==> config.mk <==
export PLATFORM = sky130hd
export DESIGN_NAME = alu_control_mdu
export DESIGN_NICKNAME = d
export VERILOG_FILES = /design/src/rtl/alu_control_pkg.sv /design/src/rtl/mdu_iter.sv /design/src/rtl/alu_control_mdu.sv
export SDC_FILE = /design/constraint.sdc
export NUM_CORES = 1
export LEC_CHECK = 0
export CORE_MARGIN = 5
export CORE_UTILIZATION = 25
export CTS_BUF_LIST = sky130_fd_sc_hd__clkbuf_4 sky130_fd_sc_hd__clkbuf_8 sky130_fd_sc_hd__clkbuf_16
export DETAILED_ROUTE_END_ITERATION = 8
export DONT_BUFFER_PORTS = 1
export PLACE_DENSITY = 0.35
export SYNTH_ARGS = -nofsm -noshare
export SYNTH_HDL_FRONTEND = slang
export SYNTH_SLANG_ARGS = --single-unit
==> constraint.sdc <==
create_clock -name clk -period 12.12 [get_ports clk]
set_clock_uncertainty 0.05 [all_clocks]
set_input_delay 2.424 -clock clk [delete_from_list [all_inputs] [get_ports clk]]
set_output_delay 2.424 -clock clk [all_outputs]
set_load 0.005 [all_outputs]
==> src/rtl/alu_control_pkg.sv <==
// Shared encodings and types for the ALU control / multiply-divide block.
package alu_control_pkg;

   localparam logic [1:0] ALUOP_ADD   = 2'b00;
   localparam logic [1:0] ALUOP_SUB   = 2'b01;
   localparam logic [1:0] ALUOP_RTYPE = 2'b10;
   localparam logic [1:0] ALUOP_ILL   = 2'b11;

   localparam logic [5:0] FUNCT_ADD   = 6'b100000;
   localparam logic [5:0] FUNCT_ADDU  = 6'b100001;
   localparam logic [5:0] FUNCT_SUB   = 6'b100010;
   localparam logic [5:0] FUNCT_SUBU  = 6'b100011;
   localparam logic [5:0] FUNCT_AND   = 6'b100100;
   localparam logic [5:0] FUNCT_OR    = 6'b100101;
   localparam logic [5:0] FUNCT_NOR   = 6'b100111;
   localparam logic [5:0] FUNCT_SLT   = 6'b101010;
   localparam logic [5:0] FUNCT_MFHI  = 6'b010000;
   localparam logic [5:0] FUNCT_MTHI  = 6'b010001;
   localparam logic [5:0] FUNCT_MFLO  = 6'b010010;
   localparam logic [5:0] FUNCT_MTLO  = 6'b010011;
   localparam logic [5:0] FUNCT_MULT  = 6'b011000;
   localparam logic [5:0] FUNCT_MULTU = 6'b011001;
   localparam logic [5:0] FUNCT_DIV   = 6'b011010;
   localparam logic [5:0] FUNCT_DIVU  = 6'b011011;

   localparam logic [3:0] ALUCTRL_AND  = 4'b0000;
   localparam logic [3:0] ALUCTRL_OR   = 4'b0001;
   localparam logic [3:0] ALUCTRL_ADD  = 4'b0010;
   localparam logic [3:0] ALUCTRL_SUB  = 4'b0110;
   localparam logic [3:0] ALUCTRL_SLT  = 4'b0111;
   localparam logic [3:0] ALUCTRL_NOR  = 4'b1100;
   localparam logic [3:0] ALUCTRL_HILO = 4'b1111;

   typedef enum logic [1:0] {
      StIdle,
      StMul,
      StDiv
   } mdu_state_t;

endpackage

==> src/rtl/mdu_iter.sv <==
// Iterative multiply/divide datapath: one shift-add or restoring-divide step per cycle.
// Divider present only when ALU_CONTROL_MDU_DIV_EN is defined.
module mdu_iter #(
   parameter int unsigned XLEN = 32
) (
   input  logic            clk,
   input  logic            rst_n,
   input  logic            start,
   input  logic            run,
   input  logic            abort,
   input  logic            is_div,
   input  logic            is_signed,
   input  logic [XLEN-1:0] rs,
   input  logic [XLEN-1:0] rt,
   output logic            done,
   output logic [XLEN-1:0] hi,
   output logic [XLEN-1:0] lo
);

   localparam int unsigned CNT_W = $clog2(XLEN);
   localparam logic [CNT_W-1:0] CNT_LAST = CNT_W'(XLEN - 1);

   logic [CNT_W-1:0]  cnt_q;
   logic [2*XLEN-1:0] work_q, work_init, step, mul_step, prod;
   logic [XLEN-1:0]   opnd_q, opnd_init, mag_a, mag_b;
   logic [XLEN:0]     mul_sum;
   logic              neg_q;

   // Iterate on magnitudes; the sign is restored from neg_q on the last step
   assign mag_a = (is_signed & rs[XLEN-1]) ? -rs : rs;
   assign mag_b = (is_signed & rt[XLEN-1]) ? -rt : rt;

   assign done = run & (cnt_q == CNT_LAST);

   // Multiply: {acc, multiplier} shifts right, multiplicand added into acc
   assign mul_sum  = {1'b0, work_q[2*XLEN-1:XLEN]} + (work_q[0] ? {1'b0, opnd_q} : '0);
   assign mul_step = {mul_sum, work_q[XLEN-1:1]};

`ifdef ALU_CONTROL_MDU_DIV_EN
   logic            div_q, negr_q, zero_q, ge;
   logic [XLEN:0]   shifted, diff;
   logic [2*XLEN-1:0] div_step;

   // Restoring divide: {remainder, dividend/quotient} shifts left
   assign shifted  = {work_q[2*XLEN-1:XLEN], work_q[XLEN-1]};
   assign diff     = shifted - {1'b0, opnd_q};
   assign ge       = ~diff[XLEN];
   assign div_step = {(ge ? diff[XLEN-1:0] : shifted[XLEN-1:0]), work_q[XLEN-2:0], ge};
   assign step     = div_q ? div_step : mul_step;

   assign work_init = {{XLEN{1'b0}}, (is_div ? mag_a : mag_b)};
   assign opnd_init = is_div ? mag_b : mag_a;

   always_ff @(posedge clk or negedge rst_n) begin
      if (!rst_n) begin
         div_q  <= 1'b0;
         negr_q <= 1'b0;
         zero_q <= 1'b0;
      end else if (start) begin
         div_q  <= is_div;
         negr_q <= is_signed & rs[XLEN-1];
         zero_q <= is_div & (rt == '0);
      end
   end
`else
   logic unused_div;
   assign unused_div = is_div;
   assign step       = mul_step;
   assign work_init  = {{XLEN{1'b0}}, mag_b};
   assign opnd_init  = mag_a;
`endif

   always_ff @(posedge clk or negedge rst_n) begin
      if (!rst_n) begin
         cnt_q  <= '0;
         work_q <= '0;
         opnd_q <= '0;
         neg_q  <= 1'b0;
      end else if (start) begin
         cnt_q  <= '0;
         work_q <= work_init;
         opnd_q <= opnd_init;
         neg_q  <= is_signed & (rs[XLEN-1] ^ rt[XLEN-1]);
      end else if (run) begin
         if (abort) begin
            cnt_q <= '0;
         end else begin
            work_q <= step;
            cnt_q  <= (cnt_q == CNT_LAST) ? '0 : cnt_q + CNT_W'(1);
         end
      end
   end

   // Result reflects the final step so it can be captured on the done edge
   always_comb begin
      prod = neg_q ? -step : step;
      hi   = prod[2*XLEN-1:XLEN];
      lo   = prod[XLEN-1:0];
`ifdef ALU_CONTROL_MDU_DIV_EN
      if (div_q) begin
         hi = negr_q ? -step[2*XLEN-1:XLEN] : step[2*XLEN-1:XLEN];
         lo = zero_q ? '1 : (neg_q ? -step[XLEN-1:0] : step[XLEN-1:0]);
      end
`endif
   end

endmodule

==> src/rtl/alu_control_mdu.sv <==
// ALU control decode with iterative MDU, HI/LO registers and hazard stall.
// Define ALU_CONTROL_MDU_DIV_EN to include div/divu support.
module alu_control_mdu
   import alu_control_pkg::*;
#(
   parameter int unsigned XLEN   = 32,
   parameter int unsigned CTRL_W = 4
) (
   input  logic              clk,
   input  logic              rst_n,
   input  logic              valid_in,
   input  logic              flush,
   input  logic [1:0]        alu_op,
   input  logic [5:0]        funct,
   input  logic [XLEN-1:0]   rs_val,
   input  logic [XLEN-1:0]   rt_val,
   output logic [CTRL_W-1:0] alu_ctrl,
   output logic              mdu_busy,
   output logic              stall,
   output logic [XLEN-1:0]   hi,
   output logic [XLEN-1:0]   lo,
   output logic              illegal
);

   mdu_state_t      state_q, state_d;
   logic [3:0]      ctrl;
   logic            dec_ill, r_valid, f_mul, f_div, f_mfhilo, f_mthi, f_mtlo, is_signed;
   logic            accept, mdu_done, res_we, mt_ok;
   logic [XLEN-1:0] res_hi, res_lo, hi_q, lo_q;

   assign r_valid   = valid_in & (alu_op == ALUOP_RTYPE);
   assign f_mul     = (funct == FUNCT_MULT) | (funct == FUNCT_MULTU);
`ifdef ALU_CONTROL_MDU_DIV_EN
   assign f_div     = (funct == FUNCT_DIV) | (funct == FUNCT_DIVU);
`else
   assign f_div     = 1'b0;
`endif
   assign f_mfhilo  = (funct == FUNCT_MFHI) | (funct == FUNCT_MFLO);
   assign f_mthi    = (funct == FUNCT_MTHI);
   assign f_mtlo    = (funct == FUNCT_MTLO);
   assign is_signed = (funct == FUNCT_MULT) | (funct == FUNCT_DIV);

   assign mdu_busy = (state_q != StIdle);
   assign accept   = r_valid & (f_mul | f_div) & ~mdu_busy & ~flush;
   assign stall    = r_valid & mdu_busy & (f_mul | f_div | f_mfhilo | f_mthi | f_mtlo);
   assign mt_ok    = r_valid & ~mdu_busy & ~flush;

   always_comb begin
      ctrl    = ALUCTRL_AND;
      dec_ill = 1'b0;
      case (alu_op)
         ALUOP_ADD: ctrl = ALUCTRL_ADD;
         ALUOP_SUB: ctrl = ALUCTRL_SUB;
         ALUOP_RTYPE: begin
            case (funct)
               FUNCT_ADD, FUNCT_ADDU:   ctrl = ALUCTRL_ADD;
               FUNCT_SUB, FUNCT_SUBU:   ctrl = ALUCTRL_SUB;
               FUNCT_AND:               ctrl = ALUCTRL_AND;
               FUNCT_OR:                ctrl = ALUCTRL_OR;
               FUNCT_NOR:               ctrl = ALUCTRL_NOR;
               FUNCT_SLT:               ctrl = ALUCTRL_SLT;
               FUNCT_MFHI, FUNCT_MFLO:  ctrl = ALUCTRL_HILO;
               // MDU ops and HI/LO writes are legal but leave the ALU on code 0
               FUNCT_MTHI, FUNCT_MTLO,
               FUNCT_MULT, FUNCT_MULTU: ctrl = ALUCTRL_AND;
`ifdef ALU_CONTROL_MDU_DIV_EN
               FUNCT_DIV, FUNCT_DIVU:   ctrl = ALUCTRL_AND;
`endif
               default:                 dec_ill = 1'b1;
            endcase
         end
         default: dec_ill = 1'b1;
      endcase
   end

   assign alu_ctrl = CTRL_W'(ctrl);
   assign illegal  = valid_in & dec_ill;

   always_comb begin
      state_d = state_q;
      res_we  = 1'b0;
      case (state_q)
         StIdle: begin
            if (accept) state_d = f_div ? StDiv : StMul;
         end
         StMul, StDiv: begin
            if (flush) begin
               state_d = StIdle;
            end else if (mdu_done) begin
               state_d = StIdle;
               res_we  = 1'b1;
            end
         end
         default: state_d = StIdle;
      endcase
   end

   always_ff @(posedge clk or negedge rst_n) begin
      if (!rst_n) state_q <= StIdle;
      else        state_q <= state_d;
   end

   always_ff @(posedge clk or negedge rst_n) begin
      if (!rst_n) begin
         hi_q <= '0;
         lo_q <= '0;
      end else if (res_we) begin
         hi_q <= res_hi;
         lo_q <= res_lo;
      end else if (mt_ok) begin
         if (f_mthi) hi_q <= rs_val;
         if (f_mtlo) lo_q <= rs_val;
      end
   end

   assign hi = hi_q;
   assign lo = lo_q;

   mdu_iter #(
      .XLEN(XLEN)
   ) u_mdu_iter (
      .clk      (clk),
      .rst_n    (rst_n),
      .start    (accept),
      .run      (mdu_busy),
      .abort    (flush),
      .is_div   (f_div),
      .is_signed(is_signed),
      .rs       (rs_val),
      .rt       (rt_val),
      .done     (mdu_done),
      .hi       (res_hi),
      .lo       (res_lo)
   );

endmodule

-- Yosys cells after proc, flatten, opt, wreduce, memory -nomap -nowiden
Index checks and enable logic that the tools add are counted.
- bits in registers: 168
- bits of input ports: 76
- output and inout port bits: 71
- word-level logic and storage cells: 102
- $add $sub $neg: 5
- equality and inequality tests: 23
- muxes and demuxes: 28
- bitwise logic cells: 22
- reduce and logical (&&, ||, !) cells: 17
- operator list (operator ; number):
    2-to-1 mux 32 bit ; 9
    2-to-1 mux 64 bit ; 4
    negator 32 bit ; 2
    negator 64 bit ; 1
    equality test 6 bit (second input constant) ; 8
    equality test 6 x 5 -> 1 bit (second input constant) ; 7
    adder 32 x 33 -> 33 bit ; 1
    one-hot mux 4 bit (6 select lines) ; 1
    2-to-1 mux 5 bit ; 4
    OR reduction 14 bit ; 1
    AND 1 bit ; 13
    one-hot mux 4 bit (3 select lines) ; 1
    nonzero test 2 bit ; 5
    OR reduction 2 bit ; 5
    AND reduction 2 bit ; 4
    2-to-1 mux 2 bit ; 3
    OR 1 bit ; 6
    adder 5 x 1 -> 5 bit (second input constant) ; 1
    equality test 5 bit (second input constant) ; 1
    equality test 2 x 1 -> 1 bit (second input constant) ; 2
    equality test 2 bit (second input constant) ; 2
    zero test 2 bit ; 2
    2-to-1 mux 1 bit ; 4
    one-hot mux 2 bit (2 select lines) ; 1
    other kinds (6) ; 7

-- Longest topological paths before layout
- word-level depth: 7
- gate-level depth with buffers: 14
- mapped depth without buffers: 13

-- Cells and area by module
Synthesis repeated with hierarchy kept, for this count alone.
- cell total of the unflattened synthesis: 1563
- area, all modules: 13375.3 µm²
- modules (own cells, without submodules) (module ; times used ; cells each ; area an instance (µm²) ; seq. area each (µm²)):
    mdu_iter ; 1 ; 1198 ; 9409.0 ; 2552.4
    alu_control_mdu ; 1 ; 365 ; 3966.3 ; 1626.6

-- Least setup slack after synthesis
OpenSTA, ideal clock, no wires.
- path kind: input to output
- from: input port funct[1]
- to: output port alu_ctrl[3]
- arrival time: 3.532 ns
- required time: 9.646 ns
- setup slack: 6.114 ns
- stages: 8
- path buffers: 1
- cells stage by stage: clkbuf_1 -> nor2b_1 -> inv_1 -> a21oi_1 -> o21bai_1 -> o21ai_0 -> nand3_1 -> nor3_1
- word-level cells in the longest chain between the ends: 4
- elaborated cells between the ends (all ways): 14
- classes of those cells: eq/ne: 9; mux: 2; reduce/logical: 3
- RTL lines (what ; RTL line ; RTL):
    start: declaration ; alu_control_mdu.sv:14 ; input logic [5:0] funct,
    equality test 6 x 5 -> 1 bit / equality test 6 bit (equally long branches) ; alu_control_mdu.sv:55 ; case (funct)
    OR reduction 2 bit ; alu_control_mdu.sv:55 ;
    one-hot mux 4 bit (6 select lines) * ; alu_control_mdu.sv:55 ;
    one-hot mux 4 bit (3 select lines) * ; alu_control_mdu.sv:51 ; case (alu_op)
    end: declaration ; alu_control_mdu.sv:17 ; output logic [CTRL_W-1:0] alu_ctrl,
Mark *: on every way between the ends. The rest lies on a longest branch, timed or not.

-- Final worst setup path
- from: input port funct[5]
- to: register hi_q[23] (netlist: hi[23])
- word-level cells in the longest chain between the ends: 3
- RTL lines (what ; RTL line ; RTL):
    equality test 6 x 5 -> 1 bit ; alu_control_mdu.sv:39 ; assign f_mthi = (funct == FUNCT_MTHI);
    nonzero test 2 bit (no line) ; n/a ;
    AND reduction 2 bit (no line) ; n/a ;
    end signal: assignment ; alu_control_mdu.sv:108 ; hi_q <= res_hi;
    end signal: assignment ; alu_control_mdu.sv:111 ; if (f_mthi) hi_q <= rs_val;
    end: declaration ; alu_control_mdu.sv:29 ; logic [XLEN-1:0] res_hi, res_lo, hi_q, lo_q;
No other way between the ends.
A chain may end at the register's enable or synchronous reset.

==> flow_summary.ini <==
[status]
status = finished, final reports clean

[timing]
max_freq_ghz = 0.153
fin_setup_tns_ns = 0
post-route-period-util_pct = 53.9
slew_headroom_pct = 24.5
tightestPinTransition_ns = 1.12
rsz0062_at_grt = false
setup_viol = 0
final.min_clock_period_ns = 6.53
slew_violations = 0
hold_viol = 0

[cts]
cts.path.max_buffers = 2
clkLatencyLatePin_ns = 0.45
post_cts_buffers = 0
path_clk_slew_ns = 0.07
cts.repair.resized = 0
cts_buffers = 17
root_buffer = clkbuf_16
cts_tree = done
htree_levels = 4
cts_sinks = 167
hold_buffers = 0

[critical_path]
reg2reg_depth = 13
cp.required_ns = 12.41
cp.arrival_ns = 6.82
worst_r2r_endpoint = hi[25]$_DFFE_PN0P_
critPathCaptureType = flip-flop
path_class = input port to flip-flop
critPathLaunchType = input port
reg2reg_slack_ns = 6.32
rr_startpoint = u_mdu_iter.work_q[0]$_DFFE_PN0P_
crit_fanout = 83

[placed_design]
place_congestion = 0.817
hpwl_um = 35000
port_buffers = 0

[drt]
wire_per_inst_um = 22.3
routed_wl_um = 46100
drc_errors = 0
antenna_left = 0
via_per_inst = 5.10
first_pass_iters = 5
drtIter0Drc = 554
route.vias.total = 10600

[hold_path]
hold_start = u_mdu_iter.opnd_q[8]$_DFFE_PN0P_
hold_end = u_mdu_iter.opnd_q[8]$_DFFE_PN0P_
hp-class = flip-flop to flip-flop
holdPathStages = 2

[power]
finalPower_w = 0.00131
pwr_density_cell_nw_per_um2 = 98.1
p_switching_w = 0.000366
power.internal_w = 0.000940
combinationalPowerShare_pct = 10.7
switching_share_pct = 28.0
p_leak_nw = 5.89
power.share.clock_pct = 43.7
seq_power_share_pct = 45.6
peakVddDrop_v = 0.000102

[finish]
drive_gt1_share_pct = 5.24
diodes = 0
areaGrowthSynthToFinish_pct = 9.12
multi_input_area_um2 = 7610
regArea_um2 = 4180
nNetsFinal = 1550
nFillCells = 5311

[yosys]
async_reset_ff_share_pct = 100
synth.yosys.warnings = 0
synth_flop_cell = dfrtp_1
yosys-top-cells-count = 243 x nand2_1, 200 x o21ai_0, 167 x dfrtp_1
post-synth-top-area-fraction_pct = 34.3
synth_top_cell_by_area = dfrtp_1
synth_area_um2 = 12200
ys_seq_area_share_pct = 34.3
synth_edf_count = 0
yosys-top-cells-area = dfrtp_1 34%, o21ai_0 8.2%, nand2_1 7.5%
syn_inst = 1490
syn_avg_cell_area_um2 = 8.19
synth_most_common_cell = nand2_1
synth_cell_types = 69
ys_ff_latch = 167
syn-num-nets = 1604

[grt]
antenna_found_initial = 0
grtUsageTotal_pct = 17.2
grt_pass1_vias = 10600
grt_overflow = 0
grt_pass1_wl_um = 70000
grt_max_degree = 168

[die]
die_w_um = 231
rows = 81
dieHeight_um = 231
num_io_pins = 147
initial_utilization_pct = 25.1
die-area_um2 = 53300
core_um2 = 48600

[run]
cap_violations = 0
power groups by stage:
stage / clock network [W] / registers, W / logic (W)
finish: 0.000571 / 0.000595 / 0.000140
global route: 0.000608 / 0.000599 / 0.000156
CTS: 0.000588 / 0.000596 / 0.000143
detailed placement: 0 / 0.000607 / 0.000142
global placement: 0 / 0.000607 / 0.000142
floorplan: 0 / 0.000594 / 0.000109
layout by cell type, fill, tap and decap left out, types with 16 or more instances in the layout:
cell and instances:
dfrtp_1 166, a21oi_1 95, clkbuf_16 17, o31ai_1 35, or3_1 16, nand3_1 28
ha_1 37, xnor2_1 81, a21o_1 16, nor4_1 17, nand2_1 241, and2_1 38
xor2_1 57, o21ai_0 200, nor3_1 25, mux2i_1 57, nor2_1 92
how the worst max path moves through the flow:
stage,startpoint,depth (start not counted),to
6_report,funct[5],11,hi[23]$_DFFE_PN0P_
5_1_grt,funct[5],11,hi[23]$_DFFE_PN0P_
4_1_cts,funct[5],11,hi[23]$_DFFE_PN0P_
3_5_place_dp,funct[5],11,hi[23]$_DFFE_PN0P_
3_3_place_gp,funct[5],11,hi[23]$_DFFE_PN0P_
2_1_floorplan,funct[1],8,alu_ctrl[3]
sequential cells by signal, summed over array words and instances, names as in the netlist:
register and flops:
lo 32, u_mdu_iter.neg_q 1, u_mdu_iter.cnt_q 5, hi 32, u_mdu_iter.work_q 64, state_q 1
u_mdu_iter.opnd_q 32
per-layer routing:
| metal | global-route usage, % | part of all wire, % | vias to the layer above |
|---|---|---|---|
| met5 | 0 | 0 | - |
| met4 | 4.07 | 1.7 | 0 |
| met3 | 4.29 | 5.5 | 35 |
| met2 | 28.0 | 47 | 206 |
| met1 | 22.9 | 46 | 5071 |
| li1 | - | - | 5251 |
cells by family after synthesis:
| logic type | count (synthesis) | synth area share, % |
|---|---|---|
| XOR/XNOR | 138 | 9.91 |
| adder cells (fa/ha/maj) | 38 | 3.96 |
| AO/OA/AOI/OAI | 447 | 22.5 |
| buffers and inverters | 101 | 3.54 |
| flip-flops | 167 | 34.3 |
| AND/OR/NAND/NOR | 535 | 20.5 |
| multiplexers | 64 | 5.32 |
worst max-delay path, stage by stage:
cell      delay, ns
nand2b_1       0.19
or4_1          0.55
nor4_1         0.61
and2_1         0.80
nor2_1         0.20
nor2_1         0.15
buf_4          0.29
and3_4         0.49
buf_4          0.67
nand4_1        0.15
and3_1         0.22
final cells by class:
class,count,area share [%]
well taps,622,5.85
multi-input cells,1222,57.1
clock buffers,18,3.30
clock inverters,14,1.14
inverters,15,0.423
flip-flops and latches,167,31.4
repair buffers,13,0.733
per-stage QoR:
stage / utilization [%] / std cells / worst slack [ns] / instance area [um^2] / hold WS (ns)
detailed placement: 26.1 / 2039 / 5.08 / 12700 / 0.414
global route: 27.4 / 2071 / 5.23 / 13300 / 0.446
global placement: 26.1 / 2039 / 5.16 / 12700 / 0.407
finish: 27.4 / 2071 / 5.59 / 13300 / 0.425
floorplan: - / 1490 / 6.11 / 12200 / 0.392
CTS: 27.4 / 2071 / 5.59 / 13300 / 0.429
No activity file was read; power rests on OpenSTA's default activity.
